==> config.mk <==
export PLATFORM = sky130hd
export DESIGN_NAME = uart_rx_word_packer
export DESIGN_NICKNAME = d
export VERILOG_FILES = /design/src/rtl/uart_pkg.sv /design/src/rtl/uart_rx_word_packer.sv
export SDC_FILE = /design/constraint.sdc
export NUM_CORES = 1
export LEC_CHECK = 0
export CAP_MARGIN = 40
export CORE_MARGIN = 8
export CORE_UTILIZATION = 51
export DETAILED_ROUTE_END_ITERATION = 7
export GPL_TIMING_DRIVEN = 1
export PLACE_DENSITY = 0.9
export SYNTH_ARGS = -nofsm -noshare
export SYNTH_HDL_FRONTEND = slang
export SYNTH_SLANG_ARGS = --single-unit
==> constraint.sdc <==
create_clock -name clk -period 2.1 [get_ports clk]
set_input_delay 0.63 -clock clk [delete_from_list [all_inputs] [get_ports clk]]
set_output_delay 0.63 -clock clk [all_outputs]
set_load 0.01 [all_outputs]
==> src/rtl/uart_pkg.sv <==
// Shared constants and state encoding for the UART receive-path blocks.
package uart_pkg;

    localparam int BYTE_W = 8;

    typedef enum logic [1:0] {
        ACCUM,
        WRITE,
        FULL
    } packer_state_t;

endpackage

==> src/rtl/uart_rx_word_packer.sv <==
// Packs received UART bytes little-endian into RAM words and writes them sequentially on port A.
// Tracks stored word count, full and sticky drop flags until the next clear or reset.
module uart_rx_word_packer
    import uart_pkg::*;
#(
    parameter int ADDR_WIDTH = 10,
    parameter int DATA_WIDTH = 32
) (
    input  logic                  clk,
    input  logic                  rst_n,
    input  logic [7:0]            rx_data,
    input  logic                  rx_valid,
    input  logic                  rx_err,
    input  logic                  flush,
    input  logic                  clear,
    output logic                  ram_en,
    output logic                  ram_we,
    output logic [ADDR_WIDTH-1:0] ram_addr,
    output logic [DATA_WIDTH-1:0] ram_din,
    output logic [ADDR_WIDTH:0]   word_count,
    output logic                  full,
    output logic                  overflow,
    output logic                  rx_err_seen
);

    localparam int BYTES  = DATA_WIDTH / BYTE_W;
    localparam int LANE_W = (BYTES > 1) ? $clog2(BYTES) : 1;
    localparam logic [LANE_W-1:0]   LP_LANE_LAST  = LANE_W'(BYTES - 1);
    localparam logic [ADDR_WIDTH:0] LP_COUNT_LAST = (ADDR_WIDTH + 1)'((2 ** ADDR_WIDTH) - 1);

    packer_state_t         r_state;
    packer_state_t         w_state_next;
    logic [LANE_W-1:0]     r_lane;
    logic [DATA_WIDTH-1:0] r_asm;
    logic [DATA_WIDTH-1:0] r_din;
    logic [ADDR_WIDTH-1:0] r_ptr;
    logic [ADDR_WIDTH:0]   r_count;
    logic                  r_overflow;
    logic                  r_err_seen;

    logic                  w_full;
    logic                  w_strobe;
    logic                  w_accept;
    logic                  w_complete;
    logic                  w_flush_go;
    logic                  w_launch;
    logic [LANE_W-1:0]     w_lane_after;
    logic [DATA_WIDTH-1:0] w_asm_byte;
    logic [DATA_WIDTH-1:0] w_word;

    // Unwritten lanes of r_asm are always zero, so OR-ing in a byte also gives flush zero-padding.
    always_comb begin
        w_full       = (r_state == FULL);
        w_strobe     = (r_state == WRITE);
        w_accept     = rx_valid && !rx_err && !w_full;
        w_asm_byte   = r_asm | (DATA_WIDTH'(rx_data) << (BYTE_W * int'(r_lane)));
        w_complete   = w_accept && (r_lane == LP_LANE_LAST);
        w_lane_after = r_lane;
        if (w_accept) begin
            w_lane_after = w_complete ? '0 : (r_lane + LANE_W'(1));
        end
        w_flush_go = flush && !w_full && !w_complete && (w_lane_after != '0);
        w_word     = w_accept ? w_asm_byte : r_asm;
        w_launch   = w_complete || w_flush_go;
    end

    always_ff @(posedge clk) begin
        if (!rst_n) begin
            r_state <= ACCUM;
        end else begin
            r_state <= w_state_next;
        end
    end

    // A launch requested during the final slot's strobe is dropped: the RAM is full from then on.
    always_comb begin
        w_state_next = r_state;
        if (clear) begin
            w_state_next = ACCUM;
        end else begin
            case (r_state)
                ACCUM:   w_state_next = w_launch ? WRITE : ACCUM;
                WRITE: begin
                    if (r_count == LP_COUNT_LAST) begin
                        w_state_next = FULL;
                    end else begin
                        w_state_next = w_launch ? WRITE : ACCUM;
                    end
                end
                FULL:    w_state_next = FULL;
                default: w_state_next = ACCUM;
            endcase
        end
    end

    always_ff @(posedge clk) begin
        if (!rst_n || clear) begin
            r_lane     <= '0;
            r_asm      <= '0;
            r_din      <= '0;
            r_ptr      <= '0;
            r_count    <= '0;
            r_overflow <= 1'b0;
            r_err_seen <= 1'b0;
        end else begin
            if (w_strobe) begin
                r_ptr   <= r_ptr + ADDR_WIDTH'(1);
                r_count <= r_count + (ADDR_WIDTH + 1)'(1);
            end
            if (rx_valid && rx_err) begin
                r_err_seen <= 1'b1;
            end
            if (rx_valid && !rx_err && w_full) begin
                r_overflow <= 1'b1;
            end
            if (w_launch) begin
                r_din  <= w_word;
                r_asm  <= '0;
                r_lane <= '0;
            end else if (w_accept) begin
                r_asm  <= w_asm_byte;
                r_lane <= w_lane_after;
            end
        end
    end

    assign ram_en      = w_strobe;
    assign ram_we      = w_strobe;
    assign ram_addr    = r_ptr;
    assign ram_din     = r_din;
    assign word_count  = r_count;
    assign full        = w_full;
    assign overflow    = r_overflow;
    assign rx_err_seen = r_err_seen;

endmodule

==> results of run 1 <==
## layout make-up
class / count / area [um2] / share of cell area [%]
clock inverters: 6 / 46.29 / 0.9653
well taps: 99 / 123.9 / 2.583
repair buffers: 88 / 873.3 / 18.21
inverters: 4 / 15.01 / 0.3131
multi-input cells: 273 / 1774 / 36.99
clock buffers: 10 / 137.6 / 2.870
flip-flops and latches: 91 / 1826 / 38.06
## state kept, by name, indices dropped and copies added, names as in the netlist
signal and flops:
r_asm 32, word_count 11, ram_din 32, rx_err_seen 1, overflow 1, r_lane 2, ram_addr 10, r_state 2
## layout by cell type (no fill, tap or decap), types with 5 or more instances in the layout
cell and count:
a21oi_1 17, nand4_1 6, nand2b_1 5, clkbuf_8 10, nor4_1 5, xnor2_1 11, buf_4 14, mux2i_1 25
o21bai_1 8, nor3_1 17, nand3_1 6, xor2_1 6, dfxtp_1 88, clkdlybuf4s50_1 68, and3_1 25, nor2_1 28
a41o_1 24, nand2_1 58, o221a_2 8
## through the flow
step           std cells  setup WS, ns
2_1_floorplan        401        0.3549
3_3_place_gp         554      -0.09883
3_5_place_dp         554       -0.1499
4_1_cts              571       0.01880
5_1_grt              571      0.003223
6_report             571       0.04131
## power groups by stage
stage	sequential (mW)	clock [mW]	combinational [mW]
after floorplan	1.78	0	0.124
after global placement	1.78	0	0.217
after detailed placement	1.78	0	0.221
after CTS	1.74	1.12	0.222
after global routing	1.74	1.20	0.242
final	1.74	1.10	0.224
## repair_timing
action,4_1_cts,5_1_grt
resized for setup,3,4
buffers inserted,1,0
setup endpoints to repair,3,2
hold buffers,0,0
## critical path, stage by stage (launching register included)
cell,delay [ns]
dfxtp_2,0.36
nand2b_1,0.19
inv_2,0.08
buf_4,0.17
clkdlybuf4s15_1,0.27
## routing by layer
metal / track usage, % / vias up / wire (um)
met2: 31.14 / 105 / 4537
met4: 8.804 / 0 / 287
met5: 0 / - / 0
met1: 22.10 / 1543 / 4029
met3: 4.700 / 29 / 501
li1: - / 1555 / -
## worst paths after layout
path	start	to	cells after the start
worst max-delay path	r_state[1]$_SDFF_PP0_	ram_we	4
worst min-delay path	ram_din[11]$_SDFFE_PP0P_	ram_din[11]$_SDFFE_PP0P_	2
worst max register to register	r_lane[0]$_SDFFE_PP0N_	ram_din[3]$_SDFFE_PP0P_	6
worst min register to register	ram_din[11]$_SDFFE_PP0P_	ram_din[11]$_SDFFE_PP0P_	2
## kinds of logic after synthesis
kind of cell / Yosys count
simple gates: 164
mux: 26
fa+ha+maj: 3
xor+xnor: 17
buf+inv: 37
compound gates: 63
flops: 91
==> metrics.cfg, run 1 <==
[synth]
ys_ff_latch=91
netlist_area_um2=3767
syn_area_per_cell_um2=9.395
synth_fa_ha_area_share_pct=0.9963
synth.area.mux_share_pct=6.941
synth_xor_area_share_pct=3.952
synth.most_common_cell=dfxtp_1
synth_common_cells=91 x dfxtp_1, 58 x nand2_1, 28 x nor2_1
ys.flop_type=dfxtp_1
ys.warnings.count=0
yosysSeqAreaShare_pct=48.36
synth_nets=418
yosysTopAreaCell=dfxtp_1
synth_edf_count=0
synthCells=401
synthTopCellsByArea=dfxtp_1 48%, mux2i_1 6.6%, a41o_1 6.4%, nand2_1 5.8%, and3_1 4.2%
async_flop_share_pct=0
synth_top_family_by_area=simple AND/OR/NAND/NOR gates
synth.distinct_cells=38
yosys.area_share.simple_pct=21.02
synth_compound_area_share_pct=13.92
synth_top_area_share_pct=48.36

[route]
wl_um=9357
drc=0
first_iter_violations=229
wl_per_cell_um=16.39
drt_pre_antenna_iters=4
vias_per_cell=5.660
ant_nets=0
num_vias=3232

[sta]
finalCritPeriodShare_pct=98.03
finClkSkew_ns=0.01399
setup_viol=0
holdWs_ns=0.4651
hold_viol=0
fmax_mhz=485.7
slew_violations=0
maxSlewHeadroom_pct=61.06
timing.final.crit_period_ns=2.059
setup-tns-final_ns=0
rsz0062_at_grt=no
tightest_slew_ns=0.5828

[layout]
finalNetCount=484
design_area_um2=4796
finish.utilization_pct=66.48
drive_gt1_share_pct=11.23
nFillCells=554
num_antenna_cells=0
area_growth_syn_to_layout_pct=27.30

[placement]
port-buffer-count=71
hpwlAfterDp_um=6567
place_congestion=0.8404
place_area_um2=4603

[clock_network]
clk_latency_ns=0.36
cts_buffers=9
cts_tree=done
cts-root-buf=clkbuf_8
cts_max_path_buffers=2
cts_sinks=91
clk_pin_slew_ns=0.09
htree_levels=3

[pwr]
p_comb_share_pct=7.3
internal_power_mw=2.305
p_leak_nw=2.061
p_sw_share_pct=24.90
vdd_drop_max_mv=0.4173
p_sw_mw=0.7642
p_clk_share_pct=35.9
seqPwrFrac_pct=56.8
total_power_mw=3.069
powerDensity_nw_per_um2=639.9

[critical_path]
cp.arrival_ns=1.43
reg2reg_slack_ns=0.21
cp-start-kind=flip-flop
crit_path_end_kind=output port
cp_max_fo=9
criticalPathCategory=flip-flop to output port
required_ns=1.47

[grt]
antenna_found_initial=0
grt_start_max_net_pins=81
grt_pass1_vias=3269
overflow=0
grt_pass1_wl_um=15460
track_usage_pct=18.71

[floorplanning]
start_util_pct=52.22
fp-row-count=31
die_h_um=101.9
die-area_um2=10390
io_pins=72
dieWidth_um=101.9
coreArea_um2=7214

[hold_path]
hp-class=flip-flop to flip-flop

[status]
outcome=finished clean

[run]
max_cap_viol_count=0

Note: power is estimated with default switching activity, not from simulation.
==> run 2, diff against run 1 <==
--- a/config.mk
+++ b/config.mk
@@ -10,7 +10,8 @@
 export CORE_UTILIZATION = 51
 export DETAILED_ROUTE_END_ITERATION = 7
 export GPL_TIMING_DRIVEN = 1
-export PLACE_DENSITY = 0.9
+export HOLD_SLACK_MARGIN = 0.05
+export PLACE_DENSITY = 0.87
 export SYNTH_ARGS = -nofsm -noshare
 export SYNTH_HDL_FRONTEND = slang
 export SYNTH_SLANG_ARGS = --single-unit
==> metrics.cfg, run 2 (synthesized netlist as in run 1, its figures left out) <==
[route]
drc=0
num_vias=3202
wl_um=9102
met3WireLength_um=598
wl_met2_um=4445
routed.top_layer=met4
wl_per_cell_um=15.86
vias_per_cell=5.578
drt_pre_antenna_iters=5
ant_nets=0
met1_length_um=3899
first_iter_violations=171

[placement]
hpwlAfterDp_um=6469
post-place-ws_ns=-0.1805
port-buffer-count=71
place_congestion=0.8116

[sta]
timing.final.crit_period_ns=2.017
hold_viol=0
fmax_mhz=495.9
slew_violations=0
finClkSkew_ns=0.01704
finalCritPeriodShare_pct=96.03
tightest_slew_ns=0.6000
layout_setup_ws_ns=0.08345
maxSlewHeadroom_pct=59.92
rsz0062_at_grt=no
setup_viol=0

[clock_network]
cts_sinks=91
htree_levels=3
cts_hold_buf=0
cts_max_path_buffers=2
cts_setup_buffers=0
cts_tree=done
cts-root-buf=clkbuf_8
clk_pin_slew_ns=0.10
cts_buffers=9
clk_latency_ns=0.37

[floorplanning]
fp-row-count=31
start_util_pct=52.22
coreArea_um2=7214
dieWidth_um=101.9
die_h_um=101.9
die-area_um2=10390
io_pins=72

[layout]
final_common_cell=dfxtp_1
drive_gt1_share_pct=11.37
final_cell_mix=90 x dfxtp_1, 68 x clkdlybuf4s50_1, 58 x nand2_1
nFillCells=573
num_antenna_cells=0
area_growth_syn_to_layout_pct=28.20
finish.utilization_pct=66.94
finalNetCount=487

[pwr]
total_power_mw=3.087
vdd_drop_max_mv=0.4035
powerDensity_nw_per_um2=639.1
p_clk_share_pct=36.1
internal_power_mw=2.310
seqPwrFrac_pct=56.4
p_sw_share_pct=25.16
p_sw_mw=0.7766
p_comb_share_pct=7.5
p_leak_nw=2.088

[critical_path]
reg2reg_depth=6
critical_path_buf_inv_count=1
critical_path.top_delay_family=buffers and inverters
cp-start-kind=flip-flop
required_ns=1.47
cp_max_fo=6
slowest_stage=clkdlybuf4s50_1
crit_chain=clkdlybuf4s50_1
slowest_delay_ns=0.58
criticalPathCategory=flip-flop to output port
cp.arrival_ns=1.39
crit_cells=1
crit_path_end_kind=output port

[status]
outcome=finished clean

[grt]
grt_pass1_wl_um=14550
grt_pass1_vias=3023
track_usage_pct=17.72
overflow=0
antenna_found_initial=0
grt_start_max_net_pins=48

[hold_path]
hp-class=flip-flop to flip-flop
hold_path_depth=2

[run]
max_cap_viol_count=0

==> run 2: cell types whose count changed in the layout (fill, tap and decap cells not counted), moves of 2 or more <==
cell and delta:
dfxtp_1 +2, inv_6 -2, clkinv_4 +4, dfxtp_2 -2, clkinvlp_4 -2, buf_4 +2
==> run 2: tightest hold or removal path: stages, from the launching register on <==
cell     delay, ns
dfxtp_1       0.32
nand2_1       0.05
mux2i_1       0.06
==> run 2: final cells by class <==
cell class / instances / area (um2) / share of cell area (%)
sequential: 91 / 1823 / 37.75
inverter: 4 / 15.01 / 0.3109
clock buffer: 10 / 137.6 / 2.850
timing repair buffer: 91 / 907.1 / 18.78
clock inverter: 6 / 48.80 / 1.010
multi-input combinational: 273 / 1774 / 36.74
tap: 99 / 123.9 / 2.565
==> run 2: power groups by stage <==
stage               clock, mW  combinational [mW]  sequential [mW]
finish                   1.11               0.231             1.74
global route             1.20               0.248             1.74
CTS                      1.13               0.229             1.74
detailed placement          0               0.229             1.78
global placement            0               0.226             1.78
floorplan                   0               0.124             1.78
==> run 2: worst paths after layout <==
kind	slack, ns	start	endpoint
max reg2reg	0.25	r_lane[0]$_SDFFE_PP0N_	ram_din[7]$_SDFFE_PP0P_
min	0.46	ram_din[8]$_SDFFE_PP0P_	ram_din[8]$_SDFFE_PP0P_
max	0.08	ram_addr[5]$_SDFFE_PP0P_	ram_addr[5]
min reg2reg	0.46	ram_din[8]$_SDFFE_PP0P_	ram_din[8]$_SDFFE_PP0P_
==> run 2: metrics by stage <==
step / hold slack [ns] / instances / cell area, um2 / setup TNS [ns]
floorplan: 0.4790 / 401 / 3767 / 0
global placement: 0.4497 / 558 / 4646 / -6.224
detailed placement: 0.4539 / 558 / 4646 / -8.198
CTS: 0.4683 / 574 / 4828 / 0
global route: 0.4933 / 574 / 4830 / 0
finish: 0.4640 / 574 / 4830 / 0
==> run 2: timing repair <==
item	in CTS	in global routing
pin swaps	0	0
hold endpoints to repair	0	0
endpoints found under the setup margin	3	1
gates resized for setup	3	1
==> run 2: metal layers <==
layer,GRT usage [%],vias up
met5,0,-
met4,6.998,0
met3,5.381,16
met2,29.43,85
met1,20.93,1536
li1,-,1565
